--- src/rtl/en2_pulse_gen.sv ---
// Turns single-cycle request strobes into fixed-width pulses with a minimum low gap, queueing up to PEND_MAX requests.
// Optional EN2_PULSE_GEN_SYNC_EN: treat en as an async level, synchronize it and count rising edges (+2 cycles latency).
module en2_pulse_gen #(
    parameter int HIGH_CYC = 4,
    parameter int LOW_CYC  = 1,
    parameter int PEND_MAX = 3
) (
    input  logic                          clk,
    input  logic                          rst,
    input  logic                          en,
    output logic                          out,
    output logic                          start,
    output logic                          busy,
    output logic [$clog2(PEND_MAX+1)-1:0] pend,
    output logic                          drop
);
    localparam int PW   = $clog2(PEND_MAX + 1);
    localparam int MAXC = (HIGH_CYC > LOW_CYC) ? HIGH_CYC : LOW_CYC;
    localparam int CW   = $clog2(MAXC + 1);

    generate
        if (HIGH_CYC < 1) begin : g_bad_high
            $error("en2_pulse_gen: HIGH_CYC must be >= 1");
        end
        if (LOW_CYC < 1) begin : g_bad_low
            $error("en2_pulse_gen: LOW_CYC must be >= 1");
        end
        if (PEND_MAX < 1) begin : g_bad_pend
            $error("en2_pulse_gen: PEND_MAX must be >= 1");
        end
    endgenerate

    typedef enum logic [1:0] {IDLE, HIGH, GAP} state_t;

    logic req;

`ifdef EN2_PULSE_GEN_SYNC_EN
    logic en_s1_q, en_s1_d, en_s2_q, en_s2_d, en_prev_q, en_prev_d;

    always_comb begin
        en_s1_d   = en;
        en_s2_d   = en_s1_q;
        en_prev_d = en_s2_q;
    end

    always_ff @(posedge clk or posedge rst) begin
        if (rst) begin
            en_s1_q   <= 1'b0;
            en_s2_q   <= 1'b0;
            en_prev_q <= 1'b0;
        end else begin
            en_s1_q   <= en_s1_d;
            en_s2_q   <= en_s2_d;
            en_prev_q <= en_prev_d;
        end
    end

    // one request per rising edge of the synchronized level
    assign req = en_s2_q & ~en_prev_q;
`else
    assign req = en;
`endif

    state_t          state_q, state_d;
    logic [CW-1:0]   cnt_q, cnt_d;
    logic [PW-1:0]   pend_q, pend_d;
    logic            out_q, out_d;
    logic            start_q, start_d;
    logic            drop_q, drop_d;
    logic            last_cyc;
    logic            full;

    always_comb begin
        state_d  = state_q;
        cnt_d    = cnt_q;
        pend_d   = pend_q;
        drop_d   = 1'b0;
        last_cyc = (cnt_q == CW'(1));
        full     = (pend_q == PW'(PEND_MAX));

        case (state_q)
            IDLE: begin
                if (req) begin
                    state_d = HIGH;
                    cnt_d   = CW'(HIGH_CYC);
                end
            end
            HIGH: begin
                if (req) begin
                    if (full) drop_d = 1'b1;
                    else      pend_d = pend_q + PW'(1);
                end
                if (last_cyc) begin
                    state_d = GAP;
                    cnt_d   = CW'(LOW_CYC);
                end else begin
                    cnt_d = cnt_q - CW'(1);
                end
            end
            GAP: begin
                if (last_cyc) begin
                    // a same-cycle request replaces the one consumed, so the queue never overflows here
                    if ((pend_q != '0) || req) begin
                        state_d = HIGH;
                        cnt_d   = CW'(HIGH_CYC);
                        if ((pend_q != '0) && !req) pend_d = pend_q - PW'(1);
                    end else begin
                        state_d = IDLE;
                        cnt_d   = '0;
                    end
                end else begin
                    if (req) begin
                        if (full) drop_d = 1'b1;
                        else      pend_d = pend_q + PW'(1);
                    end
                    cnt_d = cnt_q - CW'(1);
                end
            end
            default: begin
                state_d = IDLE;
                cnt_d   = '0;
            end
        endcase

        out_d   = (state_d == HIGH);
        start_d = (state_d == HIGH) && (state_q != HIGH);
    end

    always_ff @(posedge clk or posedge rst) begin
        if (rst) begin
            state_q <= IDLE;
            cnt_q   <= '0;
            pend_q  <= '0;
            out_q   <= 1'b0;
            start_q <= 1'b0;
            drop_q  <= 1'b0;
        end else begin
            state_q <= state_d;
            cnt_q   <= cnt_d;
            pend_q  <= pend_d;
            out_q   <= out_d;
            start_q <= start_d;
            drop_q  <= drop_d;
        end
    end

    assign out   = out_q;
    assign start = start_q;
    assign drop  = drop_q;
    assign busy  = (state_q != IDLE);
    assign pend  = pend_q;

endmodule

--- config.mk ---
export PLATFORM = sky130hd
export DESIGN_NAME = en2_pulse_gen
export DESIGN_NICKNAME = d
export VERILOG_FILES = /design/src/rtl/en2_pulse_gen.sv
export SDC_FILE = /design/constraint.sdc
export NUM_CORES = 1
export LEC_CHECK = 0
export ABC_AREA = 1
export ABC_CLOCK_PERIOD_IN_PS = 3290
export CAP_MARGIN = 20
export CORE_MARGIN = 3
export CORE_UTILIZATION = 45
export DETAILED_ROUTE_END_ITERATION = 6
export PLACE_DENSITY = 0.64
export SYNTH_ARGS = -nofsm -noshare
export SYNTH_HDL_FRONTEND = slang
export SYNTH_SLANG_ARGS = --single-unit
--- constraint.sdc ---
create_clock -name clk -period 3.29 [get_ports clk]
set_input_delay 0.4935 -clock clk [delete_from_list [all_inputs] [get_ports clk]]
set_output_delay 0.4935 -clock clk [all_outputs]
set_load 0.01 [all_outputs]
==> impl_metrics.json <==
{
  "outcome": "complete, no violations",
  "grtUsageTotal_pct": 15.7,
  "finalSetupViolCount": 0,
  "seq_power_share_pct": 27.9,
  "finalCritPeriodShare_pct": 65.0,
  "synth_sequential_area_ratio_pct": 36.0,
  "fmax_mhz": 467,
  "wl_um": 1360,
  "first_iter_violations": 13,
  "switching_share_pct": 44.4,
  "p_int_mw": 0.435,
  "finalPower_mw": 0.782,
  "ctsHoldBuffers": 0,
  "syn_to_final_growth_pct": 19.5,
  "cts-root-buf": "clkbuf_4",
  "avgViaCountPerCell": 4.85,
  "cp.arrival_ns": 1.65,
  "gp_congestion": 0.853,
  "syn_inst": 83,
  "seqCellArea_sq_um": 250,
  "rsz0062_at_grt": "false",
  "combPwrFrac_pct": 57.8,
  "drv_slew": 0,
  "die_w_um": 45.3,
  "grt_max_degree": 11,
  "multi_input_area_sq_um": 373,
  "n_fill_cell": 128,
  "tns_ns": 0,
  "rrSetupSlack_ns": 1.82,
  "clock-sinks": 10,
  "ir_worst_vdd_uv": 529,
  "dr.pass1.iters": 4,
  "htree_levels": 1,
  "pwr_density_cell_mw_per_mm2": 943,
  "r2r-end": "start$_DFF_PP0_",
  "worst_pin_slew_ns": 0.416,
  "ant_nets": 0,
  "reg2reg_from": "state_q[1]$_DFF_PP0_",
  "post_cts_resize_count": 0,
  "grt_pass1_vias": 536,
  "hold_viol": 0,
  "post_drt_wl_per_cell_um": 12.3,
  "finalCriticalPeriod_ns": 2.14,
  "grt-ovfl-total": 0,
  "dieArea_sq_mm": 0.00205,
  "cts_setup_buffers": 0,
  "start_util_pct": 50.8,
  "r2r_cells": 9,
  "avgSynthCellArea_sq_um": 8.37,
  "insertion_delay_ns": 0.26,
  "syn_area_sq_um": 694,
  "layout.nets": 108,
  "synth_seq_cells": 10,
  "instances_no_fill": 110,
  "drc_errors": 0,
  "required_ns": 2.80,
  "cp_max_fo": 4,
  "p_leak_nw": 0.438,
  "path_clk_slew_ns": 0.07,
  "post-dp-hpwl_um": 1040,
  "switching_power_mw": 0.347,
  "path_class": "reg -> out",
  "fin_skew_ns": 0.00115,
  "cts_tree": "done",
  "startpoint_type": "flop",
  "clock_path_buffers": 2,
  "ios": 9,
  "antenna_found_initial": 0,
  "cap_violations": 0,
  "num_antenna_cells": 0,
  "via_count": 534,
  "hold_path_class": "in -> async",
  "maxSlewHeadroom_pct": 72.3,
  "rows": 13,
  "postSynthNetCount": 95,
  "core_area_sq_mm": 0.00137,
  "cts-buffers-inserted": 3,
  "die_h_um": 45.3,
  "ys_types": 19,
  "yosys_warnings": 0,
  "hold_ws_ns": 0.516,
  "worstSetupEndpointType": "primary output",
  "dpl.cell_count": 106,
  "portBuffers": 8,
  "grt_pass1_wl_um": 2310,
  "clkPwrFrac_pct": 14.3,
  "drive_above_1_share_pct": 16.8
}
## worst max-delay path, stage by stage (launching register included)
cell and delay [ns]:
dfrtp_1 0.41, inv_1 0.10, ha_1 0.26, inv_1 0.09
clkdlybuf4s50_1 0.53
## synth_stat cells
master / instances / area (sq um)
nand3_4: 1 / 17.5
inv_1: 17 / 63.8
nand2_1: 15 / 56.3
nor3_1: 1 / 5.00
o22ai_1: 2 / 12.5
inv_2: 2 / 7.51
nand2_2: 1 / 6.26
nand3_1: 6 / 30.0
nor2_1: 1 / 3.75
nand3_2: 3 / 30.0
nand2_4: 2 / 22.5
o21ai_0: 5 / 25.0
o21ai_2: 2 / 17.5
dfrtp_1: 10 / 250
a21oi_1: 3 / 15.0
o21a_1: 1 / 7.51
nor2_2: 1 / 6.26
o21ai_1: 1 / 5.00
ha_1: 9 / 113
## cell type report
| cell class | instances | share of cell area [%] |
|---|---|---|
| Timing Repair Buffer | 8 | 9.65 |
| Tap cell | 15 | 2.26 |
| Clock buffer | 4 | 4.37 |
| Sequential cell | 10 | 30.2 |
| Multi-Input combinational cell | 54 | 44.9 |
| Inverter | 19 | 8.60 |
## per-layer routing
layer / track usage [%] / part of all wire (%)
met1: 20.5 / 50
met2: 24.9 / 44
met3: 3.98 / 5.0
met4: 5.26 / 0
met5: 0 / 0
## cell usage in the layout, fill, tap and decap left out, drive strengths merged
| cell | count |
|---|---|
| ha | 9 |
| clkdlybuf4s50 | 8 |
| inv | 19 |
| o21a | 1 |
| nor3 | 1 |
| dfrtp | 10 |
| nand2 | 18 |
| o21ai | 8 |
| a21oi | 3 |
| o22ai | 2 |
| nand3 | 10 |
| nor2 | 2 |
| clkbuf | 4 |
## cells by family after synthesis
group / count (synthesis) / share of synthesized area, %
flip-flops: 10 / 36.0
buffers and inverters: 19 / 10.3
AO/OA/AOI/OAI: 14 / 11.9
adder cells (fa/ha/maj): 9 / 16.2
AND/OR/NAND/NOR: 31 / 25.6
## flip-flops by register name, indices dropped and copies added, names as in the netlist
signal / flops
cnt_q: 3
pend: 2
state_q: 2
drop: 1
out: 1
start: 1
## power by group through the flow
stage          Sequential [mW]  Combinational [mW]  Clock [mW]
2_1_floorplan            0.225               0.311           0
3_3_place_gp             0.218               0.446           0
3_5_place_dp             0.219               0.455           0
4_1_cts                  0.218               0.457       0.115
5_1_grt                  0.225               0.514       0.121
6_report                 0.218               0.452       0.112
## worst max path at each step
stage	from	end	slack (ns)	cells after the start
2_1_floorplan	state_q[1]$_DFF_PP0_	busy	1.96	3
3_3_place_gp	state_q[0]$_DFF_PP0_	busy	1.46	4
3_5_place_dp	state_q[1]$_DFF_PP0_	busy	1.43	4
4_1_cts	state_q[1]$_DFF_PP0_	busy	1.14	4
5_1_grt	state_q[0]$_DFF_PP0_	busy	1.04	4
6_report	state_q[1]$_DFF_PP0_	busy	1.15	4
## per-stage QoR
stage | setup WS (ns) | instance area (sq um) | util, %
CTS | 1.14 | 830 | 60.7
global route | 1.04 | 830 | 60.7
finish | 1.15 | 830 | 60.7
detailed placement | 1.43 | 793 | 58.1
floorplan | 1.96 | 694 | -
global placement | 1.46 | 793 | 58.1
No activity file was read; power rests on OpenSTA's default activity.
